==> src/rtl/test_in_inf_pkg.sv <==
`default_nettype none
// ============================================================================
// Module : test_in_inf_pkg
// Brief  : Shared constants and helpers for the source-side test interface.
//          Holds the timestamp width used by both the source and sink sides.
// Rev    : 1.0  initial release
// ============================================================================
package test_in_inf_pkg;

  // Timestamp width shared with the sink-side interface
  localparam int TS_WIDTH = 10;

  // Default virtual-channel count and matching select width
  localparam int N_VCS   = 2;
  localparam int VC_BITS = 1;

  // Wrap-safe "ts <= now": the modular distance now - ts lies in the lower
  // half of the timestamp space.
  function automatic logic ts_is_due(input logic [TS_WIDTH-1:0] now,
                                     input logic [TS_WIDTH-1:0] ts);
    logic [TS_WIDTH-1:0] diff;
    diff = now - ts;
    return ~diff[TS_WIDTH-1];
  endfunction

endpackage : test_in_inf_pkg
`default_nettype wire

==> src/rtl/test_in_inf_ts_fifo.sv <==
`default_nettype none
// ============================================================================
// Module : ts_fifo
// Brief  : DEPTH x WIDTH synchronous FIFO holding pending flit timestamps.
//          Head is presented combinationally; extra pointer bit tells
//          full from empty.
// Rev    : 1.0  initial release
// ============================================================================
module ts_fifo
  import test_in_inf_pkg::*;
#(
  parameter int DEPTH     = 4,
  parameter int LOG_DEPTH = 2,
  parameter int WIDTH     = TS_WIDTH
) (
  input  logic             clock,
  input  logic             reset,
  input  logic             push,
  input  logic [WIDTH-1:0] din,
  input  logic             pop,
  output logic [WIDTH-1:0] head,
  output logic             full,
  output logic             empty
);

  logic [WIDTH-1:0]   r_mem [DEPTH];
  logic [LOG_DEPTH:0] r_wr_ptr;
  logic [LOG_DEPTH:0] r_rd_ptr;
  logic               w_do_push;
  logic               w_do_pop;

  assign empty     = (r_wr_ptr == r_rd_ptr);
  assign full      = (r_wr_ptr[LOG_DEPTH] != r_rd_ptr[LOG_DEPTH]) &&
                     (r_wr_ptr[LOG_DEPTH-1:0] == r_rd_ptr[LOG_DEPTH-1:0]);
  assign head      = r_mem[r_rd_ptr[LOG_DEPTH-1:0]];
  assign w_do_push = push & ~full;
  assign w_do_pop  = pop & ~empty;

  // Pointer update; reset empties the queue immediately
  always_ff @(posedge clock or posedge reset) begin
    if (reset) begin
      r_wr_ptr <= '0;
      r_rd_ptr <= '0;
    end else begin
      if (w_do_push) r_wr_ptr <= r_wr_ptr + 1'b1;
      if (w_do_pop)  r_rd_ptr <= r_rd_ptr + 1'b1;
    end
  end

  // Storage write; contents are don't-care while the queue is empty
  always_ff @(posedge clock) begin
    if (w_do_push) r_mem[r_wr_ptr[LOG_DEPTH-1:0]] <= din;
  end

endmodule : ts_fifo
`default_nettype wire

==> config.mk <==
export PLATFORM = sky130hd
export DESIGN_NAME = ts_fifo
export DESIGN_NICKNAME = d
export VERILOG_FILES = /design/src/rtl/test_in_inf_pkg.sv /design/src/rtl/test_in_inf_ts_fifo.sv
export SDC_FILE = /design/constraint.sdc
export NUM_CORES = 1
export LEC_CHECK = 0
export ABC_AREA = 1
export CAP_MARGIN = 20
export CORE_MARGIN = 4
export CORE_UTILIZATION = 53
export DETAILED_ROUTE_END_ITERATION = 8
export MAX_ROUTING_LAYER = met4
export PLACE_DENSITY = 0.77
export SETUP_SLACK_MARGIN = 0.15
export SYNTH_ARGS = -nofsm -noshare
export SYNTH_HDL_FRONTEND = slang
export SYNTH_SLANG_ARGS = --single-unit
==> constraint.sdc <==
create_clock -name clock -period 2.3 [get_ports clock]
set_input_delay 0.46 -clock clock [delete_from_list [all_inputs] [get_ports clock]]
set_output_delay 0.46 -clock clock [all_outputs]
set_load 0.1 [all_outputs]
# [Word level (Yosys, flattened, before mapping)]
# Memories as Yosys holds them, arrays and structs flattened.
# Index checks and enable logic that the tools add are counted.
[totals] regBits=6 latchBits=0 ramBits=40 rom_bits=0 input_bits=14 elab_cells=15 mem_count=1
[mem_list] memory="r_mem" words=4 word_bits=10 rd=1 rd_clocked_by_memory_dff=0 write_ports=1 line="test_in_inf_ts_fifo.sv:26" source="logic [WIDTH-1:0] r_mem [DEPTH];"
[classes] n_addsub=2 n_mul=0 n_div=0 n_lt_le_gt_ge=0 eq_ne=3 shift=0 mux=2 bitwise_logic=4 n_reduce_logical=1
[ops] cell="$add A3 B1 Y3 const B" count=2
[ops] cell="$eq A3 B3 Y1" count=1
[ops] cell="$and A1 B1 Y1" count=2
[ops] cell="$eq A2 B2 Y1" count=1
[ops] cell="$mux W1" count=2
[ops] cell="$not A1 Y1" count=2
[ops] cell="$logic_and A1 B1 Y1" count=1
[ops] cell="$ne A1 B1 Y1" count=1

# [Depth between registers and ports, before layout]
[depth] depth_word=6 ltp_mapped=7 depth_no_buf=7

# [Least setup slack after synthesis]
# OpenSTA, ideal clock, no wires.
[synth_timing] path_kind="reg-to-output" from="register r_rd_ptr[1]" to="output head[0]" t_arrival_ns=2.256 slack_ns=-0.416 path_stages_with_launch=5 path_buffers=1 path_cell_list="dfrtp_1 > inv_1 > clkbuf_1 > o21ai_0 > o22ai_1"
[synth_between] elab_chain_cells=1
[synth_lines] item="start, declared" line="test_in_inf_ts_fifo.sv:28" source="logic [LOG_DEPTH:0] r_rd_ptr;"
[synth_lines] item="start signal, assigned" line="test_in_inf_ts_fifo.sv:46" source="if (w_do_pop) r_rd_ptr <= r_rd_ptr + 1'b1;"
[synth_lines] item="$mem_v2 Z4 W10"
[synth_lines] item="end, declared" line="test_in_inf_ts_fifo.sv:21" source="output logic [WIDTH-1:0] head,"
# No other way between the ends.

# [Final worst setup path]
[layout_timing] from="register r_rd_ptr[0]" to="output empty"
[layout_between] elab_chain_cells=1
[layout_lines] item="$eq A3 B3 Y1" line="test_in_inf_ts_fifo.sv:32" source="assign empty = (r_wr_ptr == r_rd_ptr);"
[layout_lines] item="end, declared" line="test_in_inf_ts_fifo.sv:23" source="output logic empty"
# No other way between the ends.

==> impl_metrics.tcl <==
set metrics [dict create \
    outcome "finished, final reports clean" \
    portBuffers 25 \
    synth_enable_flop_cells 40 \
    die_h_um 68.1 \
    fin_nets 214 \
    ys_async_sr_fraction 0.130 \
    grt_pass1_wl_um 6180 \
    synth_seq_cells 46 \
    cts_tree "done" \
    rows 21 \
    synth_cell_types 17 \
    start_util 0.560 \
    layout_min_cycle_time_ns 2.09 \
    drt_iter0_markers 26 \
    diodes 0 \
    synth_top_cell_area_share 0.627 \
    core_um2 3420 \
    numCtsBuffers 5 \
    synth_area_leader_cell "edfxtp_1" \
    clock-sinks 46 \
    critPathBufInv 3 \
    slew_violations 0 \
    h-tree-depth 2 \
    ant_nets 0 \
    hold_viol 0 \
    r2r-start "r_rd_ptr[0]" \
    pin_count 26 \
    ys_top_cells_by_area "edfxtp_1 63%, dfrtp_1 7.8%, nand2_1 4.7%, nor2_1 4.5%, o21ai_0 4.2%" \
    ff2ff_path_depth 6 \
    critPathMaxFanout 11 \
    gp_congestion 0.741 \
    path_class "register to output port" \
    syn_avg_cell_area_um2 12.0 \
    start_kind "register" \
    ys.flop_type "edfxtp_1" \
    critPathTopFamily "flip-flops" \
    drv_cap 0 \
    clk_path_buf_depth 2 \
    hp-class "input port to asynchronous set/reset pin" \
    cts_root_buf "clkbuf_4" \
    crit_path_end_kind "output port" \
    synth_fp_nets 178 \
    area_growth_pct 33.6 \
    synth_common_cells "40 x edfxtp_1, 24 x nand2_1, 23 x nor2_1, 16 x o21ai_0, 14 x inv_1" \
    yosys_warnings 0 \
    yosysMostFrequentCell "edfxtp_1" \
    drtPass1Iterations 4 \
    vias 1298 \
    clk_pin_slew_worst_paths_ns 0.13 \
    grt.overflow.total 0 \
    worstMarginPinSlew_ns 0.398 \
    insertion_delay_ns 0.35 \
    ctsHoldBuffers 0 \
    die_x_um 68.1 \
    drc 0 \
    drive_above_1_share 0.240 \
    finalWirelength_um 4030 \
    seq_area_frac_synth 0.706 \
    setup_tns_ns 0 \
    crit_chain "buf_6 > xnor2_4 > nand3_2 > inv_2 > buf_12" \
    timing.critical_path.from "r_rd_ptr[0]" \
    clock.fmax_ghz 0.479 \
    fin_skew_ns 0.00772 \
    vias_per_cell 5.36 \
    avgRoutedWirePerCell_um 16.6 \
    grt_antenna_before_repair 0 \
    grt_max_degree 22 \
    synthCells 159 \
    fill_cells 229 \
    worst_path_max_delay_cell "dfrtp_2" \
    slowest_delay_ns 0.49 \
    die_area_um2 4640 \
    dp_cells 230 \
    rsz0062_at_grt "true" \
    dpl.hpwl_um 2630 \
    arrival_ns 1.63 \
    synthesis.area_um2 1910 \
    layout.cells.non_filler 242 \
    cp.required_ns 1.84 \
    setup_viol 0 \
    min_period_over_period 0.907 \
    cp_num_cells 5 \
    slew_headroom 0.734 \
    track_usage 0.197 \
    grt_pass1_vias 1286 \
]
==> final cells by class <==
type | instances | area [um^2] | area share
flip-flops and latches | 46 | 1350 | 0.529
multi-input cells | 93 | 557 | 0.218
repair buffers | 33 | 434 | 0.170
well taps | 46 | 57.6 | 0.0225
inverters | 14 | 56.3 | 0.0220
clock buffers | 7 | 55.1 | 0.0215
clock inverters | 1 | 30.0 | 0.0117
repair inverters | 2 | 15.0 | 0.00587
==> sequential cells by signal, summed over array words and instances (netlist names) <==
signal / count
r_mem: 40
r_rd_ptr: 3
r_wr_ptr: 3
==> final timing paths <==
| kind | to | slack (ns) |
|---|---|---|
| worst max-delay path | empty | 0.21 |
| worst min-delay path | r_rd_ptr[1] | 0.31 |
| worst max register to register | r_mem[3][6] | 0.53 |
| worst min register to register | r_wr_ptr[2] | 0.58 |
| max in group asynchronous | r_rd_ptr[0] | 1.78 |
| min in group clock | r_wr_ptr[2] | 0.58 |
==> cells by family (layout without fill, tap and decap cells) <==
family	Yosys count	count (layout)	share of synthesized area
adder cells (fa/ha/maj)	5	5	0.0327
AO/OA/AOI/OAI	30	30	0.0850
flip-flops	46	46	0.706
buffers and inverters	20	57	0.0418
XOR/XNOR	2	2	0.0131
AND/OR/NAND/NOR	56	56	0.122
==> repair_timing <==
item / CTS / global route
gates resized for setup: 2 / 9
gates cloned: 0 / 2
pin swaps: 1 / 1
setup endpoints to repair: 11 / 11
buffers inserted: 1 / 1
==> per-stage QoR <==
| stage | worst slack (ns) | instance area, um^2 | hold slack, ns | utilization |
|---|---|---|---|---|
| finish | 0.213 | 2560 | 0.306 | 0.749 |
| global route | 0.117 | 2560 | 0.308 | 0.749 |
| CTS | 0.0901 | 2520 | 0.309 | 0.737 |
| detailed placement | 0.401 | 2420 | 0.527 | 0.709 |
| global placement | 0.466 | 2420 | 0.509 | 0.709 |
| floorplan | 0.230 | 1980 | 0.251 | - |
==> cells in the final DEF, fill, tap and decap left out <==
cell type and count:
o21ai_0 13, inv_2 2, nor2_1 23, buf_6 1, clkdlybuf4s50_1 13, buf_12 12
clkinvlp_4 3, bufinv_16 1, clkbuf_1 1, clkbuf_4 5, nand3_2 2, o22ai_2 10
buf_4 7, o21ai_1 7, nand3_1 6, inv_1 11, clkbuf_8 1, nand2_1 24
xor2_1 1, nand2_2 1, xnor2_4 1, edfxtp_1 40, ha_1 5, dfrtp_2 1
dfrtp_1 5
==> metal layers <==
| layer | up-vias | wire length [um] | GRT usage |
|---|---|---|---|
| met4 | 0 | 74 | 0.0670 |
| met5 | - | 0 | - |
| met2 | 36 | 2160 | 0.324 |
| li1 | 626 | - | - |
| met3 | 9 | 169 | 0.0542 |
| met1 | 627 | 1630 | 0.233 |
Power is left out: the tool's default activity adds up to more than one toggle a clock period on the data nets, which glitch-free logic cannot reach.
